<file path="config.mk">
export PLATFORM = sky130hd
export DESIGN_NAME = pipelined_barrel_shifter
export DESIGN_NICKNAME = d
export VERILOG_FILES = /design/src/rtl/pipelined_barrel_shifter.sv
export SDC_FILE = /design/constraint.sdc
export NUM_CORES = 1
export LEC_CHECK = 0
export BUFFER_PORTS_ARGS = -buffer_cell sky130_fd_sc_hd__buf_2
export CAP_MARGIN = 10
export CORE_ASPECT_RATIO = 1.75
export CORE_MARGIN = 3
export CORE_UTILIZATION = 50
export DETAILED_ROUTE_END_ITERATION = 8
export HOLD_SLACK_MARGIN = 0.12
export PLACE_DENSITY = 0.74
export SKIP_CTS_REPAIR_TIMING = 1
export SLEW_MARGIN = 25
export SYNTH_ARGS = -nofsm -noshare
export SYNTH_HDL_FRONTEND = slang
export SYNTH_SLANG_ARGS = --single-unit
export TNS_END_PERCENT = 30
</file>
<file path="constraint.sdc">
create_clock -name clk -period 0.9 [get_ports clk]
set_input_delay 0.045 -clock clk [delete_from_list [all_inputs] [get_ports clk]]
set_output_delay 0.045 -clock clk [all_outputs]
set_load 0.01 [all_outputs]
</file>
<file path="src/rtl/pipelined_barrel_shifter.sv">
// -----------------------------------------------------------------------------
// pipelined_barrel_shifter
//
// Rotates or shifts an N-bit operand by 0..N-1 positions through S = log2(N)
// registered stages. Stage k applies a 2^k-bit move when amount bit k is set,
// so every operand passes through all S stages. A new request can enter on
// every cycle. When the output holds a result that downstream has not taken,
// the whole pipeline holds.
//
// Ports
//   clk        rising-edge clock for all state
//   rst        asynchronous active-high reset; clears every stage
//   in_valid   request present on A/B/MODE
//   in_ready   block accepts a request this cycle (!out_valid | out_ready)
//   A          operand, N bits
//   B          shift/rotate amount, S bits
//   MODE       00 rotate right, 01 rotate left, 10 logical SR, 11 arithmetic SR
//   out_valid  Y holds a completed result
//   out_ready  downstream accepts Y this cycle
//   Y          result, N bits
// -----------------------------------------------------------------------------
module pipelined_barrel_shifter #(
  parameter int N = 8
) (
  input  logic                 clk,
  input  logic                 rst,
  input  logic                 in_valid,
  output logic                 in_ready,
  input  logic [N-1:0]         A,
  input  logic [$clog2(N)-1:0] B,
  input  logic [1:0]           MODE,
  output logic                 out_valid,
  input  logic                 out_ready,
  output logic [N-1:0]         Y
);

  localparam int S = $clog2(N);

  // Stage registers. Each stage carries the full amount and the mode, so the
  // later stages can pick up their own amount bit.
  logic [N-1:0] data_q  [S];
  logic [S-1:0] b_q     [S];
  logic [1:0]   mode_q  [S];
  logic         valid_q [S];

  // Next-state values for each stage register.
  logic [N-1:0] data_d  [S];
  logic [S-1:0] b_d     [S];
  logic [1:0]   mode_d  [S];
  logic         valid_d [S];

  // A single global enable: the pipeline moves whenever the output slot is
  // empty or is being drained this cycle.
  assign in_ready  = !valid_q[S-1] || out_ready;
  assign out_valid = valid_q[S-1];
  assign Y         = data_q[S-1];

  generate
    for (genvar gi = 0; gi < S; gi++) begin : gen_stage
      localparam int K = 1 << gi;

      logic [N-1:0] d_in;
      logic [S-1:0] b_in;
      logic [1:0]   m_in;
      logic         v_in;
      logic [N-1:0] moved;

      if (gi == 0) begin : gen_src_port
        assign d_in = A;
        assign b_in = B;
        assign m_in = MODE;
        assign v_in = in_valid;
      end else begin : gen_src_prev
        assign d_in = data_q[gi-1];
        assign b_in = b_q[gi-1];
        assign m_in = mode_q[gi-1];
        assign v_in = valid_q[gi-1];
      end

      // K is at most N/2, so every slice below is non-empty.
      always_comb begin
        moved = d_in;
        case (m_in)
          2'b00:   moved = {d_in[K-1:0], d_in[N-1:K]};
          2'b01:   moved = {d_in[N-K-1:0], d_in[N-1:N-K]};
          2'b10:   moved = {{K{1'b0}}, d_in[N-1:K]};
          default: moved = {{K{d_in[N-1]}}, d_in[N-1:K]};
        endcase
      end

      assign data_d[gi]  = b_in[gi] ? moved : d_in;
      assign b_d[gi]     = b_in;
      assign mode_d[gi]  = m_in;
      // An empty upstream slot loads as a bubble.
      assign valid_d[gi] = v_in;
    end
  endgenerate

  always_ff @(posedge clk or posedge rst) begin
    if (rst) begin
      for (int k = 0; k < S; k++) begin
        data_q[k]  <= '0;
        b_q[k]     <= '0;
        mode_q[k]  <= 2'b00;
        valid_q[k] <= 1'b0;
      end
    end else if (in_ready) begin
      for (int k = 0; k < S; k++) begin
        data_q[k]  <= data_d[k];
        b_q[k]     <= b_d[k];
        mode_q[k]  <= mode_d[k];
        valid_q[k] <= valid_d[k];
      end
    end
  end

endmodule

</file>
==> key figures <==
Place
  • Port bufs: 26
  • Area post-placement: 0.00200 mm2
  • DP HPWL: roughly 2700 um
  • RD Place Congestion: between 0.7 and 0.8
  • Placed Instances: 255

Clock tree
  • CTS tree: built
  • Insertion delay to the later sink of the worst-skew pair: about 0.28 ns
  • Root buf cell: clkbuf_8
  • Depth of the CTS H-tree: 2
  • Maximum clock path buffer count: 2
  • TritonCTS Buffers: 5
  • Clock transition at path regs: 0.06 ns
  • Clock sinks: 34

GRT
  • Vias in the first global route: about 1500
  • First-pass GRT wire length: ~6200 um
  • Antenna violations before repair: 0
  • Remaining Overflow, GRT: 0
  • Gr usage total: 0.188
  • Largest net degree at the start of global routing: 35

Power and ir drop
  • Static Leak: 1.10 nW
  • Worst VDD drop: between 2 and 2.5 mV
  • PwrDens: between 2000 and 3000 mW/mm2

STA
  • Period utilization: 1.34
  • Final setup vio count: 35
  • Final Hold Vio Count: 0
  • Setup slack after layout: -0.305 ns
  • Maximum clock rate: just over 800 MHz
  • Worst relative slew slack: 0.718
  • RSZ-0062 raised after global routing: true
  • Final critical-path required period: about 1.2 ns
  • Slew Limit Fails: 0
  • Final Skew: ~0.0022 ns
  • Actual slew at the worst max-slew pin: 0.423 ns

Detailed routing
  • Vias per inst: 5.35
  • Total wire length: between 3000 and 4000 um
  • Wire length per cell: approximately 14 um
  • Drt first pass iters: 4
  • Final ANT Viol Nets: 0
  • DR vias: 1476
  • First DRT Iteration DRCs: 34
  • # DRC: 0

Synth
  • Flops & latches, synth: 34
  • Syn_area_per_cell: between 9 and 10 um2
  • Cell Area, Synth: ~0.0017 mm2
  • Synth Instances: between 150 and 200
  • Net Count, Synth: around 200
  • Distinct cells, synth: 24
  • Seq/Total Area, Yosys: 0.489
  • Syn. warnings: 0

Floorplan
  • Chip height: around 84 um
  • Area of the core: between 0.003 and 0.004 mm2
  • IO Count: 27
  • Die width: 50.6 um
  • Initial core utilization: 0.537
  • FP Rows: 27
  • Die ar.: around 0.0043 mm2

Setup path
  • Crit-path cells: nor2b_4 -> clkinv_4 -> buf_4 -> buf_4 -> nand3_4 -> a2bb2oi_2
  • Worst path required time: about 1.1 ns
  • CP peak stage delay: around 0.34 ns
  • CP Capture Type: flop
  • Arr. time, crit path: roughly 1.4 ns
  • Critical Path Source Type: flop
  • Slowest cell on crit path: dfrtp_1
  • Worst Setup Path Type: flop to flop
  • Max FO, Critical Path: 6
  • Most used cell along the critical path: buf_4

Layout
  • Final Instance Count excl. Fillers: between 200 and 300
  • Area delta synth->final: 30.6%
  • Final Util: 0.701
  • # diodes: 0
  • Fin nets: between 200 and 300
  • Fraction of layout cells with a size suffix above 1: 0.279
  • Fin area: about 0.0023 mm2

Outcome
  • Failing checks: negative setup slack
  • Status: finished, violations left

Flow run
  • Max_cap viols: 0

Worst hold path
  • Worst hold path class: primary input to flop
-- cell families after synthesis --
| kind of cell | Yosys count | synth area share |
|---|---|---|
| buffers and inverters | 14 | 0.0446 |
| AO/OA/AOI/OAI | 34 | 0.129 |
| flip-flops | 34 | 0.489 |
| multiplexers | 20 | 0.116 |
| AND/OR/NAND/NOR | 80 | 0.221 |
-- state kept, by name, summed over array words and instances (netlist names) --
name / flops
Y: 8
gen_stage.b_in: 3
gen_stage.d_in: 16
gen_stage.m_in: 4
gen_stage.v_in: 2
out_valid: 1
-- layout by cell type (no fill, tap or decap), drive strengths merged, types with 3 or more instances in the layout --
cell type | Yosys | routed
nand2 | 52 | 52
buf | 9 | 46
dfrtp | 34 | 34
mux2i | 19 | 19
o21ai | 15 | 15
nand3b | 13 | 13
o211ai | 13 | 13
dlygate4sd3 | 0 | 10
nand2b | 6 | 6
clkbuf | 2 | 6
and3 | 3 | 3
nand3 | 3 | 3
-- final timing paths --
path,start,to,slack (ns),depth (start not counted)
min in group asynchronous,rst,Y[6],0.35,4
max reg2reg,out_valid,gen_stage[2].d_in[7],-0.31,6
max,out_valid,gen_stage[2].d_in[7],-0.31,6
min,A[3],gen_stage[1].d_in[3],0.08,3
max in group asynchronous,rst,gen_stage[2].b_in[2],0.37,4
min reg2reg,gen_stage[2].v_in,out_valid,0.47,1
-- report_power, final --
group / leakage [nW] / internal [mW] / switching (mW) / total, mW
clock: 0.0431 / 0.589 / 0.496 / 1.09
combinational: 0.644 / 1.17 / 1.08 / 2.25
sequential: 0.414 / 2.11 / 0.496 / 2.60
total: 1.10 / 3.87 / 2.07 / 5.94
-- critical path: cells and delay by family (launching register included) --
| kind | cells | cell delay (ns) |
|---|---|---|
| buffers and inverters | 3 | 0.41 |
| and+or+nand+nor | 2 | 0.27 |
| AOI/OAI and AO/OA | 1 | 0.13 |
| DFF | 1 | 0.34 |
-- cells in the mapped netlist --
master | n | share of area
buf_4 | 3 | 0.013
a21boi_0 | 1 | 0.0043
clkbuf_1 | 2 | 0.0043
inv_2 | 1 | 0.0022
nor2b_4 | 1 | 0.0079
a32oi_1 | 1 | 0.0050
and3_1 | 3 | 0.011
a21bo_2 | 1 | 0.0058
nand3_1 | 3 | 0.0086
nor2_1 | 2 | 0.0043
o211ai_1 | 13 | 0.056
nand3b_1 | 13 | 0.056
o22a_1 | 1 | 0.0050
buf_2 | 5 | 0.014
mux2_2 | 1 | 0.0065
mux2i_1 | 19 | 0.11
dfrtp_1 | 34 | 0.49
a2bb2oi_1 | 2 | 0.010
nand2_1 | 52 | 0.11
inv_1 | 2 | 0.0043
o21ai_1 | 3 | 0.0086
buf_6 | 1 | 0.0065
o21ai_0 | 12 | 0.035
nand2b_1 | 6 | 0.022
-- layer usage --
layer  up-vias  share of wire  wire length [um]  track usage
li1        726              -                 -            -
met1       716           0.34              1290        0.157
met2        28           0.61              2310        0.389
met3         6          0.029               109       0.0376
met4         0          0.025                95       0.0809
met5         -              0                 0            0
-- final cells by class --
type | instances | area, um2
Inverter | 3 | 16.3
Clock buffer | 6 | 82.6
Timing Repair Buffer | 56 | 415
Sequential cell | 34 | 852
Tap cell | 43 | 53.8
Multi-Input combinational cell | 134 | 852
Fill cell | 256 | 971
-- stage by stage --
stage	power, mW	setup TNS [ns]	hold WS [ns]	setup WS (ns)
3_3_place_gp	4.51	-3.98	0.0948	-0.173
4_1_cts	5.71	-6.23	-0.193	-0.380
5_1_grt	6.37	-10.04	0.137	-0.372
3_5_place_dp	4.63	-5.47	0.104	-0.248
2_1_floorplan	3.94	-4.53	0.157	-0.165
6_report	5.94	-7.56	0.0842	-0.305
Power figures use the tool's default switching activity.
